File: src/rtl/mem_rr_arbiter_if.sv
// Bundle of the two requester ports and the shared read-return path of mem_rr_arbiter.
// state_dbg mirrors the arbiter FSM register so checkers can bind to it.
interface mem_rr_arbiter_if #(
  parameter int WORD_SIZE = 4,
  parameter int ADDR_W    = 2
);
  // Handshake: a requester raises reqN (level) with weN/addrN/wdataN and holds
  // them until gntN is high; the gnt cycle is the access cycle. Keeping reqN
  // high through the gnt cycle asks for another access, dropping it ends it.
  logic                 req0;
  logic                 we0;
  logic [ADDR_W-1:0]    addr0;
  logic [WORD_SIZE-1:0] wdata0;
  logic                 req1;
  logic                 we1;
  logic [ADDR_W-1:0]    addr1;
  logic [WORD_SIZE-1:0] wdata1;
  logic                 gnt0;
  logic                 gnt1;
  logic [WORD_SIZE-1:0] rdata;
  logic                 rvalid;
  logic                 rid;
  logic                 busy;
  logic [1:0]           state_dbg;

  modport master (
    output req0, we0, addr0, wdata0, req1, we1, addr1, wdata1,
    input  gnt0, gnt1, rdata, rvalid, rid, busy, state_dbg
  );

  modport slave (
    input  req0, we0, addr0, wdata0, req1, we1, addr1, wdata1,
    output gnt0, gnt1, rdata, rvalid, rid, busy, state_dbg
  );
endinterface

File: src/rtl/mem_rr_arbiter.sv
// Round-robin arbiter giving two requesters one access per cycle to a shared
// word register file; all outputs come straight from flops.
module mem_rr_arbiter #(
  parameter int WORD_SIZE = 4,
  parameter int ADDR_W    = 2
) (
  input  logic           clk,
  input  logic           reset,
  mem_rr_arbiter_if.slave bus
);
  localparam int DEPTH = 1 << ADDR_W;

  typedef enum logic [1:0] {
    IDLE   = 2'd0,
    SERVE0 = 2'd1,
    SERVE1 = 2'd2
  } state_t;

  state_t               state;
  state_t               state_nxt;
  logic                 last;
  logic                 gnt0_q;
  logic                 gnt1_q;
  logic                 busy_q;
  logic                 rvalid_q;
  logic                 rid_q;
  logic [WORD_SIZE-1:0] rdata_q;
  logic [WORD_SIZE-1:0] mem [DEPTH];

  // Under contention the port that was not served most recently wins.
  always_comb begin
    state_nxt = IDLE;
    if (bus.req0 && bus.req1) state_nxt = last ? SERVE0 : SERVE1;
    else if (bus.req0)        state_nxt = SERVE0;
    else if (bus.req1)        state_nxt = SERVE1;
  end

  always_ff @(posedge clk) begin
    if (reset) begin
      state    <= IDLE;
      last     <= 1'b1;
      gnt0_q   <= 1'b0;
      gnt1_q   <= 1'b0;
      busy_q   <= 1'b0;
      rvalid_q <= 1'b0;
      rid_q    <= 1'b0;
      rdata_q  <= '0;
      mem      <= '{default: '0};
    end else begin
      rvalid_q <= 1'b0;
      case (state)
        SERVE0: begin
          if (bus.we0) begin
            mem[bus.addr0] <= bus.wdata0;
          end else begin
            rdata_q  <= mem[bus.addr0];
            rid_q    <= 1'b0;
            rvalid_q <= 1'b1;
          end
        end
        SERVE1: begin
          if (bus.we1) begin
            mem[bus.addr1] <= bus.wdata1;
          end else begin
            rdata_q  <= mem[bus.addr1];
            rid_q    <= 1'b1;
            rvalid_q <= 1'b1;
          end
        end
        default: ;
      endcase
      state  <= state_nxt;
      gnt0_q <= (state_nxt == SERVE0);
      gnt1_q <= (state_nxt == SERVE1);
      busy_q <= (state_nxt != IDLE);
      if (state_nxt == SERVE0) last <= 1'b0;
      if (state_nxt == SERVE1) last <= 1'b1;
    end
  end

  assign bus.gnt0      = gnt0_q;
  assign bus.gnt1      = gnt1_q;
  assign bus.busy      = busy_q;
  assign bus.rvalid    = rvalid_q;
  assign bus.rid       = rid_q;
  assign bus.rdata     = rdata_q;
  assign bus.state_dbg = state;
endmodule

File: src/flat_wrapper.sv
// flat-port wrapper written by rule: the top's interface ports become plain ports
module mem_rr_arbiter_flat 
#(
  parameter int WORD_SIZE = 4,
  parameter int ADDR_W    = 2
)
  (clk, reset, bus_req0, bus_we0, bus_addr0, bus_wdata0, bus_req1, bus_we1, bus_addr1, bus_wdata1, bus_gnt0, bus_gnt1, bus_rdata, bus_rvalid, bus_rid, bus_busy, bus_state_dbg);
  mem_rr_arbiter_if #(.WORD_SIZE(WORD_SIZE), .ADDR_W(ADDR_W)) bus_i ();
  input  logic clk;
  input  logic reset;
  input wire logic [$bits(bus_i.req0)-1:0] bus_req0;
  input wire logic [$bits(bus_i.we0)-1:0] bus_we0;
  input wire logic [$bits(bus_i.addr0)-1:0] bus_addr0;
  input wire logic [$bits(bus_i.wdata0)-1:0] bus_wdata0;
  input wire logic [$bits(bus_i.req1)-1:0] bus_req1;
  input wire logic [$bits(bus_i.we1)-1:0] bus_we1;
  input wire logic [$bits(bus_i.addr1)-1:0] bus_addr1;
  input wire logic [$bits(bus_i.wdata1)-1:0] bus_wdata1;
  output wire logic [$bits(bus_i.gnt0)-1:0] bus_gnt0;
  output wire logic [$bits(bus_i.gnt1)-1:0] bus_gnt1;
  output wire logic [$bits(bus_i.rdata)-1:0] bus_rdata;
  output wire logic [$bits(bus_i.rvalid)-1:0] bus_rvalid;
  output wire logic [$bits(bus_i.rid)-1:0] bus_rid;
  output wire logic [$bits(bus_i.busy)-1:0] bus_busy;
  output wire logic [$bits(bus_i.state_dbg)-1:0] bus_state_dbg;
  assign bus_i.req0 = bus_req0;
  assign bus_i.we0 = bus_we0;
  assign bus_i.addr0 = bus_addr0;
  assign bus_i.wdata0 = bus_wdata0;
  assign bus_i.req1 = bus_req1;
  assign bus_i.we1 = bus_we1;
  assign bus_i.addr1 = bus_addr1;
  assign bus_i.wdata1 = bus_wdata1;
  assign bus_gnt0 = bus_i.gnt0;
  assign bus_gnt1 = bus_i.gnt1;
  assign bus_rdata = bus_i.rdata;
  assign bus_rvalid = bus_i.rvalid;
  assign bus_rid = bus_i.rid;
  assign bus_busy = bus_i.busy;
  assign bus_state_dbg = bus_i.state_dbg;
  mem_rr_arbiter #(.WORD_SIZE(WORD_SIZE), .ADDR_W(ADDR_W)) u_core (.clk(clk), .reset(reset), .bus(bus_i));
endmodule
File: config.mk
export PLATFORM = sky130hd
export DESIGN_NAME = mem_rr_arbiter_flat
export DESIGN_NICKNAME = d
export VERILOG_FILES = /design/src/rtl/mem_rr_arbiter_if.sv /design/src/rtl/mem_rr_arbiter.sv /design/src/flat_wrapper.sv
export SDC_FILE = /design/constraint.sdc
export NUM_CORES = 1
export LEC_CHECK = 0
export ABC_AREA = 1
export CAP_MARGIN = 20
export CORE_UTILIZATION = 50
export CTS_BUF_LIST = sky130_fd_sc_hd__clkbuf_8
export DETAILED_ROUTE_END_ITERATION = 12
export PLACE_DENSITY = 0.75
export SYNTH_ARGS = -nofsm -noshare
export SYNTH_HDL_FRONTEND = slang
export SYNTH_SLANG_ARGS = --single-unit
File: constraint.sdc
create_clock -name clk -period 4.44 [get_ports clk]
set_input_delay 0.444 -clock clk [delete_from_list [all_inputs] [get_ports clk]]
set_output_delay 0.444 -clock clk [all_outputs]
set_load 0.01 [all_outputs]
==> reports/results.md, run 1 <==
| Step | Item | This run |
|---|---|---|
| run status | Status | complete, no violations |
| die | Area of the placeable core | 3363 sq um |
| timing | Final number of max-transition violations | 0 |
| placed design | Dpl ws | 2.119 ns |
| drt | Detail-routed via count per cell | 4.962 |
| placed design | Global placer's final weighted congestion | 0.9150 |
| setup path | Startpoint Class | input port |
| drt | Post-detailed-route count of antenna-violating nets | 0 |
| final layout | Layout cell share with drive strength beyond 1 | 0.06481 |
| timing | Minimum period implied by the final worst setup slack | 2.050 ns |
| cts | Cts repair resizes | 0 |
| final layout | Synthesis-to-finish area growth | 18.46% |
| synth | Number of instances in the synthesized netlist | 303 |
| synth | Netlist area before placement | 1783 sq um |
| setup path | Req. time, crit path | 4.61 ns |
| setup path | Arrival time reported for the critical path endpoint | 2.22 ns |
| global routing | Number of global-route vias before repair | 1,598 |
| synth | Mean Syn Cell Area | 5.884 sq um |
| cts | Clock H-tree levels | 1 |
| timing | Maximum clock rate | 487.7 MHz |
| pwr | Switching Power | 155.0 uW |
| final layout | Final net count | 346 |
| placed design | Total of buffers placed on input and output ports | 28 |
| setup path | Reg2reg setup slack | 2.60 ns |
| pwr | VDD IR-drop max | 0.0001806 V |
| timing | Final setup violation count | 0 |
| die | Number of standard-cell rows in the floorplan | 21 |
| timing | Hold violation total from the final report | 0 |
| synth | Library cells used by synthesis | 23 |
| setup path | Destination of the worst register-to-register timing path | u_core.mem[13] |
| die | Area of the die | 3809 sq um |
| drt | DRC marker count from the first detailed-route iteration | 120 |
| timing | Total negative setup slack | 0 ns |
| setup path | Critical Path End | u_core.mem[7] |
| placed design | Instance area at placement | 2057 sq um |
| cts | Count of clock tree sinks | 28 |
| synth | Syn_nets | 324 |
| drt | Via count | 1,836 |
| pwr | Leak pwr | 0.001005 uW |
| timing | Worst-case clock skew | 0.007855 ns |
| die | I/O pin count | 29 |
| pwr | Switching share of power | 0.2855 |
| global routing | Antenna violations before repair | 0 |
| final layout | Number of antenna diodes | 0 |
| worst hold path | Number of cells traversed by the worst hold path | 2 |
| timing | RSZ-0062 raised after global routing | false |
| setup path | Maximum single-stage delay on the critical path | 0.62 ns |
| pwr | Share of power burned in registers | 0.498 |
| cts | Total CTS buffers | 3 |
| cts | Worst-Skew Late Latency | 0.27 ns |
| pwr | Part of the total power dissipated in the clock network | 0.286 |
| cts | TritonCTS clock tree | done |
| global routing | Total routing resource utilization after global routing | 0.2355 |
| pwr | Internal power contribution | 388.0 uW |
| setup path | R2R Path Start | u_core.bus.state_dbg[0] |
| setup path | Critical Path End Type | flip-flop |
| die | Height of the die | 61.72 microns |
| final layout | Fillers | 357 |
| setup path | Critical Path Source | bus_addr0[0] |
| die | Initial standard-cell utilization of the core | 0.5301 |
| global routing | Global route total overflow | 0 |
| timing | Slew headroom | 0.5774 |
| timing | Final period utilization | 0.4618 |
| setup path | Worst Path Buf+Inv | 2 |
| cts | Cts hold-fix bufs | 0 |
| final layout | Cell area after layout | 2112 sq um |
| timing | Final critical-path setup slack | 2.390 ns |
| drt | # DRC | 0 |
| setup path | Worst path depth | 9 |
| synth | Warning count from the yosys run | 0 |
| setup path | CP most frequent cell | sky130_fd_sc_hd__nand2_1 |
| cts | Setup Fix Bufs, Post-CTS | 0 |
| setup path | Kind of cell adding the most delay to the critical path | buffers and inverters |
| pwr | Relative contribution of combinational cells to total power | 0.215 |
| worst hold path | Worst hold path type | reg2reg |
| cts | Clock Path Buffers | 2 |
| job | Max-capacitance violation count | 0 |
| drt | Final wirelength | 4106 microns |
| synth | FF+latch count, synth | 28 |
| setup path | Kind of critical path | in2reg |
| cts | Clock-pin slew on the worst setup and hold paths | 0.09 ns |
| timing | Slew @ Worst Pin | 0.6332 ns |
| die | Horizontal die dimension | 61.72 microns |
| placed design | Estimated wirelength of the detail-placed design | 3216 microns |
| drt | Number of search-and-repair iterations in the first detailed-routing pass | 4 |
| global routing | Global-route wire length before repair | 6741 microns |
| synth | Sequential cell area fraction in the yosys report | 0.3144 |
| setup path | Cell breakdown of the critical path | clkdlybuf4s50_1 > inv_1 > nand2_1 > nand2_1 > o21ai_1 > nor2_4 > nand2_1 > nand2_1 > nor2_1 |
| setup path | Max stage delay cell, worst path | sky130_fd_sc_hd__clkdlybuf4s50_1 |
| setup path | CP max FO | 13 |
| global routing | Largest net degree at the start of global routing | 22 |
| setup path | Count of cells along the worst register-to-register path | 9 |
| pwr | PwrDens | 257.1 nW/um^2 |
| drt | Average wire per standard cell | 11.10 microns |
| cts | Root Buffer Master | sky130_fd_sc_hd__clkbuf_8 |
## cells by family after synthesis
group           after synthesis  share of synthesized area
fa+ha+maj                     3                    0.02105
flops                        28                     0.3144
simple gates                218                     0.5095
buf+inv                      32                    0.08140
compound gates               22                    0.07369
## worst min-delay path: stages, from the launching register on
cell and delay [ns]:
sky130_fd_sc_hd__dfxtp_1 0.32, sky130_fd_sc_hd__nand2_1 0.06, sky130_fd_sc_hd__a21oi_1 0.05
## power by group through the flow
stage          Clock (uW)  Sequential [uW]  Combinational [uW]
2_1_floorplan           0              276                79.3
3_3_place_gp            0              276                 115
3_5_place_dp            0              276                 116
4_1_cts               161              271                 117
5_1_grt               168              272                 131
6_report              155              271                 117
## through the flow
step	cells	util	power, uW	hold slack (ns)
after floorplan	303	-	355.1	0.4702
after global placement	366	0.6116	391.4	0.4555
after detailed placement	366	0.6116	392.7	0.4552
after CTS	370	0.6280	548.6	0.4700
after global routing	370	0.6280	571.8	0.5200
final	370	0.6280	543.0	0.4672
## state kept, by name, summed over array words and instances (netlist names)
signal and count:
u_core.bus.state_dbg 2, u_core.bus.gnt1 1, u_core.bus.busy 1, u_core.mem 16, u_core.bus.gnt0 1, u_core.bus.rid 1
u_core.bus.rdata 4, u_core.last 1, u_core.bus.rvalid 1
## layer usage
layer / GRT usage / routed length [microns] / vias to the layer above
li1: - / - / 969
met1: 0.3274 / 1948 / 825
met2: 0.3886 / 1946 / 36
met3: 0.03727 / 171 / 6
met4: 0.04444 / 40 / 0
met5: 0 / 0 / -
## worst min path at each step
stage                   start  slack, ns        endpoint
2_1_floorplan     u_core.last       0.47     u_core.last
3_3_place_gp   u_core.bus.rid       0.46  u_core.bus.rid
3_5_place_dp   u_core.bus.rid       0.46  u_core.bus.rid
4_1_cts        u_core.bus.rid       0.47  u_core.bus.rid
5_1_grt        u_core.mem[14]       0.52  u_core.mem[14]
6_report       u_core.bus.rid       0.47  u_core.bus.rid
## cells in the final DEF (no fill, tap or decap), types with 4 or more instances in the layout
cell                                n
sky130_fd_sc_hd__a21oi_1           14
sky130_fd_sc_hd__clkbuf_8           4
sky130_fd_sc_hd__clkdlybuf4s50_1   28
sky130_fd_sc_hd__dfxtp_1           28
sky130_fd_sc_hd__inv_1             16
sky130_fd_sc_hd__inv_2              4
sky130_fd_sc_hd__nand2_1          141
sky130_fd_sc_hd__nand3_1           13
sky130_fd_sc_hd__nand4_1            4
sky130_fd_sc_hd__nor2_1            51
sky130_fd_sc_hd__nor2_4             5
## Yosys cell counts
master                     instances  area [sq um]
sky130_fd_sc_hd__nand2_1         141         529.3
sky130_fd_sc_hd__nor2_1           51         191.4
sky130_fd_sc_hd__dfxtp_1          28         560.5
sky130_fd_sc_hd__inv_1            16         60.06
sky130_fd_sc_hd__a21oi_1          14         70.07
sky130_fd_sc_hd__nand3_1          13         65.06
sky130_fd_sc_hd__buf_2             6         30.03
sky130_fd_sc_hd__nor2_4            5         56.30
sky130_fd_sc_hd__buf_4             4         30.03
sky130_fd_sc_hd__inv_2             4         15.01
sky130_fd_sc_hd__nand4_1           4         25.02
sky130_fd_sc_hd__ha_1              3         37.54
sky130_fd_sc_hd__o21ai_0           3         15.01
sky130_fd_sc_hd__o21ai_2           2         17.52
sky130_fd_sc_hd__clkbuf_1          1         3.750
sky130_fd_sc_hd__inv_4             1         6.260
sky130_fd_sc_hd__nand2_2           1         6.260
sky130_fd_sc_hd__nand2_8           1         20.02
sky130_fd_sc_hd__nor2_2            1         6.260
sky130_fd_sc_hd__o211ai_1          1         7.510
sky130_fd_sc_hd__o21ai_1           1         5.000
sky130_fd_sc_hd__o21ai_4           1         16.27
sky130_fd_sc_hd__or2_4             1         8.760
## area by class of cell
| cell class | count | area (sq um) | area share |
|---|---|---|---|
| repair buffers | 28 | 280.3 | 0.1327 |
| well taps | 46 | 57.56 | 0.02725 |
| inverters | 21 | 81.33 | 0.03851 |
| multi-input cells | 243 | 1077 | 0.5101 |
| clock buffers | 4 | 55.05 | 0.02607 |
| flip-flops and latches | 28 | 560.5 | 0.2654 |
Note: power is estimated with default switching activity, not from simulation.
==> run 2: changes to the inputs <==
- PLACE_DENSITY: 0.75 -> 0.78
- clock period: 4.44 -> 1.8 ns (I/O delays scaled with it)
==> run 2 against run 1 <==
Compared with the run above:
- utilization is 3.2 points higher
- cell count is 3.2% higher
- critical path depth stayed put
- highest routed layer unchanged
- sequential power is 150% higher
- setup slack worse by 2.2 ns
==> reports/results.md, run 2 (synthesized netlist as in run 1, its figures left out) <==
| Step | Item | This run | Change |
|---|---|---|---|
| setup path | Maximum single-stage delay on the critical path | 0.37 ns | -0.25 ns |
| cts | Worst-Skew Late Latency | 0.28 ns | about the same |
| cts | Cts repair resizes | 0 | unchanged |
| drt | Via count | 1,885 | +2.7% |
| final layout | Number of flip-flops under the largest register name | 16 | unchanged |
| drt | DRC marker count from the first detailed-route iteration | 189 | +57% |
| timing | Final number of max-transition violations | 0 | unchanged |
| die | Area of the placeable core | 3363 sq um | unchanged |
| final layout | Final net count | 358 | +3.5% |
| timing | Minimum period implied by the final worst setup slack | 1.624 ns |  |
| timing | Hold violation total from the final report | 0 | unchanged |
| timing | Slew headroom | 0.8073 | +0.2299 |
| pwr | Share of power burned in registers | 0.450 | -0.048 |
| global routing | Antenna violations before repair | 0 | unchanged |
| job | Max-capacitance violation count | 0 | unchanged |
| final layout | Storage cell area | 561.8 sq um | +0.22% |
| placed design | Dpl ws | 0.1434 ns | -1.975 ns |
| final layout | Area of the multi-input gates | 1077 sq um | unchanged |
| setup path | Kind of critical path | reg2reg |  |
| final layout | Fillers | 331 | -7.3% |
| placed design | Estimated wirelength of the detail-placed design | 3418 microns | +6.3% |
| pwr | Relative contribution of combinational cells to total power | 0.210 | -0.005 |
| die | Area of the die | 3809 sq um | unchanged |
| global routing | Largest net degree at the start of global routing | 17 | -23% |
| pwr | Part of the total power dissipated in the clock network | 0.340 | +0.054 |
| final layout | Register with the highest flop count | u_core.mem |  |
| pwr | Leak pwr | 0.001071 uW | +6.5% |
| setup path | Kind of cell adding the most delay to the critical path | simple AND/OR/NAND/NOR gates |  |
| drt | # DRC | 0 | unchanged |
| global routing | Global-route wire length before repair | 7376 microns | +9.4% |
| setup path | Worst Path Buf+Inv | 2 | unchanged |
| drt | Number of search-and-repair iterations in the first detailed-routing pass | 4 | unchanged |
| timing | RSZ-0062 raised after global routing | false |  |
| setup path | Critical Path End Type | flip-flop |  |
| timing | Slew @ Worst Pin | 0.2881 ns | -0.3451 ns |
| timing | Worst-case clock skew | 0.001475 ns | -0.006380 ns |
| final layout | Number of antenna diodes | 0 | unchanged |
| die | Number of standard-cell rows in the floorplan | 21 | unchanged |
| die | Initial standard-cell utilization of the core | 0.5301 | unchanged |
| run status | Status | complete, no violations |  |
| global routing | Total routing resource utilization after global routing | 0.2654 | +0.02990 |
| pwr | VDD IR-drop max | 0.0003416 V | +89% |
| cts | Root Buffer Master | sky130_fd_sc_hd__clkbuf_8 |  |
| global routing | Number of global-route vias before repair | 1,682 | +5.3% |
| pwr | PwrDens | 669.7 nW/um^2 | +160% |
| cts | Clock H-tree levels | 1 | unchanged |
| setup path | Req. time, crit path | 1.99 ns | -2.62 ns |
| die | Height of the die | 61.72 microns | unchanged |
| cts | Clock Path Buffers | 2 | unchanged |
| pwr | Overall power consumption | 1487 uW | +170% |
| pwr | Switching share of power | 0.2757 | -0.009869 |
| global routing | Global route total overflow | 0 | unchanged |
| pwr | Switching Power | 409.8 uW | +160% |
| drt | Average wire per standard cell | 11.60 microns | +4.5% |
| setup path | Startpoint Class | flip-flop |  |
| final layout | Layout cell share with drive strength beyond 1 | 0.1012 | +0.03638 |
| timing | Final critical-path setup slack | 0.1758 ns | -2.214 ns |
| pwr | Internal power contribution | 1077 uW | +180% |
| timing | Final setup violation count | 0 | unchanged |
| setup path | Cell breakdown of the critical path | inv_1 > ha_1 > inv_4 > or2_4 > nand2_8 > nor2_4 > nand3_1 > nand2_1 > nor2_1 |  |
| worst hold path | Worst hold path type | reg2reg |  |
| cts | Count of clock tree sinks | 28 | unchanged |
| final layout | Most common cell after layout, fill and taps aside | sky130_fd_sc_hd__nand2_1 |  |
| cts | TritonCTS clock tree | done |  |
| cts | Setup Fix Bufs, Post-CTS | 0 | unchanged |
| final layout | Synthesis-to-finish area growth | 24.49% |  |
| drt | Post-detailed-route count of antenna-violating nets | 0 | unchanged |
| setup path | Max stage delay cell, worst path | sky130_fd_sc_hd__dfxtp_2 |  |
| cts | Clock-pin slew on the worst setup and hold paths | 0.10 ns | about the same |
| setup path | CP max FO | 8 | -5 |
| timing | Total negative setup slack | 0 ns | unchanged |
| timing | Maximum clock rate | 615.7 MHz |  |
| placed design | Total of buffers placed on input and output ports | 28 | unchanged |
| die | Horizontal die dimension | 61.72 microns | unchanged |
| die | I/O pin count | 29 | unchanged |
| final layout | Cell area after layout | 2220 sq um | +5.1% |
| timing | Final period utilization | 0.9023 |  |
| drt | Detail-routed via count per cell | 4.935 | -0.56% |
| cts | Cts hold-fix bufs | 0 | unchanged |
| cts | Total CTS buffers | 3 | unchanged |
| placed design | Global placer's final weighted congestion | 0.9503 | +3.9% |
| timing | Final hold slack | 0.4845 ns | +0.01728 ns |
| placed design | Instance area at placement | 2147 sq um | +4.4% |
| setup path | Arrival time reported for the critical path endpoint | 1.81 ns | -0.41 ns |
| final layout | Leading cell types in the layout, fill and taps excluded | sky130_fd_sc_hd__nand2_1 (141), sky130_fd_sc_hd__nor2_1 (51), sky130_fd_sc_hd__clkdlybuf4s50_1 (28) |  |
| drt | Final wirelength | 4431 microns | +7.9% |
-- run 2: worst register-to-register path: stages, from the launching register on --
cell	delay, ns
sky130_fd_sc_hd__dfxtp_2	0.37
sky130_fd_sc_hd__inv_1	0.05
sky130_fd_sc_hd__ha_1	0.29
sky130_fd_sc_hd__inv_4	0.12
sky130_fd_sc_hd__or2_4	0.17
sky130_fd_sc_hd__nand2_8	0.09
sky130_fd_sc_hd__nor2_4	0.20
sky130_fd_sc_hd__nand3_1	0.11
sky130_fd_sc_hd__nand2_1	0.08
sky130_fd_sc_hd__nor2_1	0.04
-- run 2: final timing paths --
check,from,end,slack (ns),depth (start not counted)
hold / removal,u_core.bus.rid,u_core.bus.rid,0.48,2
hold reg to reg,u_core.bus.rid,u_core.bus.rid,0.48,2
setup reg to reg,u_core.bus.state_dbg[0],u_core.mem[15],0.18,9
setup / recovery,u_core.bus.state_dbg[0],u_core.mem[15],0.18,9
-- run 2: metal layers --
| layer | global-route usage | part of all wire |
|---|---|---|
| met1 | 0.3507 | 0.46 |
| met2 | 0.4363 | 0.47 |
| met3 | 0.02899 | 0.049 |
| met4 | 0.1206 | 0.015 |
| met5 | 0 | 0 |
-- run 2: area by class of cell --
cell class / instances / share of cell area
Multi-Input combinational cell: 243 / 0.4853
Sequential cell: 28 / 0.2531
Timing Repair Buffer: 40 / 0.1669
Inverter: 21 / 0.03664
Tap cell: 46 / 0.02593
Clock buffer: 3 / 0.01860
Clock inverter: 1 / 0.01353
-- run 2: through the flow --
step	std cells	util
2_1_floorplan	303	-
3_3_place_gp	378	0.6384
3_5_place_dp	378	0.6384
4_1_cts	382	0.6596
5_1_grt	382	0.6600
6_report	382	0.6600
-- run 2: power groups by stage --
| stage | combinational [uW] | sequential, uW | clock, uW |
|---|---|---|---|
| after floorplan | 196 | 680 | 0 |
| final | 312 | 669 | 506 |
| after global routing | 349 | 673 | 544 |
| after detailed placement | 309 | 682 | 0 |
| after global placement | 306 | 682 | 0 |
| after CTS | 310 | 668 | 518 |
